## src/rtl/adc_wr_arbiter.sv

```systemverilog
// adc_wr_arbiter: round-robin arbiter sharing one registered memory write port between two ADC capture channels
module adc_wr_arbiter #(
  parameter int ADDR_W = 17,
  parameter int DATA_W = 16,
  parameter int CNT_W  = 32
) (
  input  logic              clk,
  input  logic              reset,
  input  logic              a_chip_select_n,
  input  logic [ADDR_W-1:0] a_addr,
  input  logic              a_write,
  input  logic [DATA_W-1:0] a_writedata,
  output logic              a_waitrequest_n,
  input  logic              b_chip_select_n,
  input  logic [ADDR_W-1:0] b_addr,
  input  logic              b_write,
  input  logic [DATA_W-1:0] b_writedata,
  output logic              b_waitrequest_n,
  output logic              master_chip_select_n,
  output logic [ADDR_W:0]   master_addr,
  output logic              master_write,
  output logic [DATA_W-1:0] master_writedata,
  input  logic              master_waitrequest_n,
  input  logic              clr_counts,
  output logic [CNT_W-1:0]  wr_count_a,
  output logic [CNT_W-1:0]  wr_count_b
);
  typedef enum logic {IDLE, ISSUE} state_t;
  state_t state, state_nxt;
  logic last_grant, req_a, req_b, can_take, grant_a, grant_b;
  assign req_a = ~a_chip_select_n & a_write;
  assign req_b = ~b_chip_select_n & b_write;
  // Grant the channel that did not win last time when both ask; accept only when the output stage frees up
  always_comb begin
    can_take = ~reset & ((state == IDLE) | master_waitrequest_n);
    grant_a = req_a & (~req_b | last_grant);
    grant_b = req_b & ~grant_a;
    a_waitrequest_n = can_take & grant_a;
    b_waitrequest_n = can_take & grant_b;
    state_nxt = can_take ? ((req_a | req_b) ? ISSUE : IDLE) : state;
    master_chip_select_n = state != ISSUE;
    master_write = state == ISSUE;
  end
  // Output command stage: capture the winner with its channel id in the address MSB
  always_ff @(posedge clk or posedge reset) begin
    if (reset) begin
      state <= IDLE;
      last_grant <= 1'b1;
      master_addr <= '0;
      master_writedata <= '0;
    end else begin
      state <= state_nxt;
      if (a_waitrequest_n | b_waitrequest_n) begin
        last_grant <= grant_b;
        master_addr <= {grant_b, grant_b ? b_addr : a_addr};
        master_writedata <= grant_b ? b_writedata : a_writedata;
      end
    end
  end
  // Per-channel counts of writes accepted from the requesters; clear beats a same-cycle increment
  always_ff @(posedge clk or posedge reset) begin
    if (reset) begin
      wr_count_a <= '0;
      wr_count_b <= '0;
    end else begin
      wr_count_a <= clr_counts ? '0 : wr_count_a + CNT_W'(a_waitrequest_n);
      wr_count_b <= clr_counts ? '0 : wr_count_b + CNT_W'(b_waitrequest_n);
    end
  end
endmodule
```

## config.mk

```make
export PLATFORM = sky130hd
export DESIGN_NAME = adc_wr_arbiter
export DESIGN_NICKNAME = d
export VERILOG_FILES = /design/src/rtl/adc_wr_arbiter.sv
export SDC_FILE = /design/constraint.sdc
export NUM_CORES = 1
export LEC_CHECK = 0
export ABC_AREA = 1
export CORE_AREA = 2 2 180 94
export DETAILED_ROUTE_END_ITERATION = 16
export DIE_AREA = 0 0 182 96
export SYNTH_ARGS = -nofsm -noshare
export SYNTH_HDL_FRONTEND = slang
export SYNTH_SLANG_ARGS = --single-unit
```

## constraint.sdc

```tcl
create_clock -name clk -period 6.19 [get_ports clk]
set_input_delay 1.238 -clock clk [delete_from_list [all_inputs] [get_ports clk]]
set_output_delay 1.238 -clock clk [all_outputs]
set_load 0.05 [all_outputs]
```

==> impl_metrics.tcl <==
set metrics [dict create \
    power.internal_mw 1.20 \
    p_leak_nw 3.36 \
    timing.final.crit_share_pct 75.8 \
    synthCells 780 \
    placed_cells 1149 \
    r2r-end "wr_count_a[18]$_DFF_PP0_" \
    dieHeight_microns 96 \
    rrSetupSlack_ns 3.63 \
    dieArea_sq_mm 0.0175 \
    fin_crit_ns 4.69 \
    nets 1028 \
    setup_tns_ns 0 \
    antenna_found_initial 0 \
    grt_usage_pct 20.3 \
    route.detailed.drc 0 \
    rows 33 \
    hold_depth 2 \
    combPwrFrac_pct 26.5 \
    cts-resized-gates 0 \
    postCtsSetupRepairBufs 0 \
    grt_pass1_vias 5167 \
    synthFlopType "dfrtp_1" \
    power.density_mw_per_mm2 234 \
    area_growth_pct 41.0 \
    final_cells 1165 \
    gp_congestion 0.851 \
    arrival_ns 3.46 \
    hold_violations 0 \
    syn_nets 858 \
    cts_buffer_depth 2 \
    cts_buffers 9 \
    grt_pass1_wl_microns 27800 \
    synth.avg_cell_area_sq_um 7.00 \
    synth_warnings 0 \
    rsz0062_at_grt "false" \
    seq_area_frac_synth_pct 45.8 \
    synth.distinct_cells 29 \
    drive_gt1_share_pct 5.55 \
    vias 5501 \
    place_area_sq_mm 0.00740 \
    worstSkewPairLatency_ns 0.34 \
    drtPass1Iterations 5 \
    antennaDiodeCount 0 \
    relSlewSlack_pct 48.3 \
    finClkSkew_ns 0.0108 \
    p_sw_uw 601 \
    power.total_mw 1.80 \
    io_buffer_count 175 \
    ys_ff_latch 100 \
    drt_iter0_drc 384 \
    wl_per_cell_microns 14.5 \
    seqCellArea_sq_mm 0.00250 \
    layout_common_cells "nand2_1 (315), clkdlybuf4s50_1 (175), nor2_1 (137)" \
    synth_area_leaders "dfrtp_1 (45%), nand2_1 (22%), nor2_1 (9.4%)" \
    syn_area_sq_mm 0.00546 \
    hold_path_class "reg2reg" \
    root_buffer "clkbuf_16" \
    synth_top_area_share_pct 45.4 \
    fin_area_sq_mm 0.00770 \
    clk_pin_slew_ns 0.07 \
    crit_type "in2out" \
    hold_end "master_writedata[13]$_DFFE_PP0P_" \
    synth_edf_count 0 \
    maxCapViolations 0 \
    worst_pin_slew_ns 0.773 \
    worst_ep_required_time_ns 4.95 \
    r2r_start "last_grant$_DFFE_PP1P_" \
    globalRouteOverflowTotal 0 \
    async_flop_share_pct 100 \
    swShare_pct 33.4 \
    slew_violations 0 \
    holdBufCountCts 0 \
    grt_max_degree 54 \
    die_w_microns 182 \
    multiInputGateArea_sq_mm 0.00268 \
    io_pins 176 \
    reg2reg_depth 12 \
    seq_power_share_pct 40.9 \
    max_freq_ghz 0.213 \
    n_fill_cell 1572 \
    dpl.hpwl_microns 12600 \
    synth.largest_area_cell "dfrtp_1" \
    start_util_pct 34.3 \
    h-tree-depth 3 \
    peakVddDrop_mv 0.120 \
    layout_commonest_cell "nand2_1" \
    vias_per_cell 4.72 \
    cp-start-kind "input port" \
    power_frac_clock_pct 32.6 \
    hold-worst-slack_ns 0.479 \
    crit_path_end_kind "output pin" \
    core_sq_mm 0.0159 \
    hp-start "master_writedata[13]$_DFFE_PP0P_" \
    run_status "complete, no violations" \
    cts_tree "built" \
    drt_wl_total_microns 16900 \
    crit_fanout 35 \
    cts_sinks 100 \
    drtAntennaViolNets 0 \
    setup_viol 0 \
]
-- routing by layer --
metal  global-route usage (%)  vias to the layer above  routed length (microns)
met1                     30.9                     2521                     9200
met4                     3.63                        0                      146
li1                         -                     2796                        -
met2                     29.0                      172                     6420
met5                        0                        -                        0
met3                     5.03                       12                     1140
-- power by group through the flow --
| stage | combinational [mW] | clock (mW) | sequential (mW) |
|---|---|---|---|
| 5_1_grt | 0.509 | 0.628 | 0.743 |
| 2_1_floorplan | 0.113 | 0 | 0.924 |
| 6_report | 0.477 | 0.586 | 0.736 |
| 4_1_cts | 0.482 | 0.602 | 0.736 |
| 3_3_place_gp | 0.480 | 0 | 0.748 |
| 3_5_place_dp | 0.480 | 0 | 0.747 |
-- state kept, by name, indices dropped and copies added, names as in the netlist --
| signal | count |
|---|---|
| wr_count_a | 32 |
| wr_count_b | 32 |
| master_addr | 18 |
| master_writedata | 16 |
| last_grant | 1 |
| master_write | 1 |
-- synthesized netlist by cell type (all sizes together) (4+ instances only) --
cell type	count
nand2	321
nor2	153
dfrtp	99
nand3	64
a21oi	42
inv	40
buf	20
o21ai	15
xor2	6
and2	4
ha	4
-- area by class of cell --
type | instances | share of cell area, %
Timing Repair Buffer | 181 | 23.3
Clock inverter | 5 | 0.780
Sequential cell | 100 | 32.5
Inverter | 40 | 1.98
Clock buffer | 11 | 3.15
Tap cell | 210 | 3.41
Multi-Input combinational cell | 618 | 34.8
-- through the flow --
step | setup slack, ns | util, %
6_report | 1.50 | 48.3
5_1_grt | 1.37 | 48.3
4_1_cts | 1.53 | 48.3
3_5_place_dp | 1.53 | 46.4
3_3_place_gp | 1.58 | 46.4
2_1_floorplan | 0.485 | -
-- worst max path at each step --
stage                     startpoint                       end  slack [ns]  cells past startpoint
final                        b_write           b_waitrequest_n        1.50                      6
after floorplan                reset  wr_count_a[26]$_DFF_PP0_        0.49                     12
after global placement       b_write           b_waitrequest_n        1.58                      6
after global routing         b_write           b_waitrequest_n        1.37                      6
after CTS                    b_write           b_waitrequest_n        1.53                      6
after detailed placement     b_write           b_waitrequest_n        1.53                      6
-- kinds of logic (layout without fill, tap and decap cells) --
group	Yosys count	after routing	share of synthesized area, %
fa+ha+maj	4	4	0.916
xor+xnor	7	7	1.12
compound gates	59	59	5.98
flops	100	100	45.8
simple gates	548	548	41.1
buf+inv	62	237	5.06
-- worst max-delay path: stages --
cell and delay (ns):
clkdlybuf4s50_1 0.47, nand2_2 0.08, inv_2 0.47, nand2_2 0.12
nor2_1 0.23, clkdlybuf4s50_1 0.85
No activity file was read; power rests on OpenSTA's default activity.
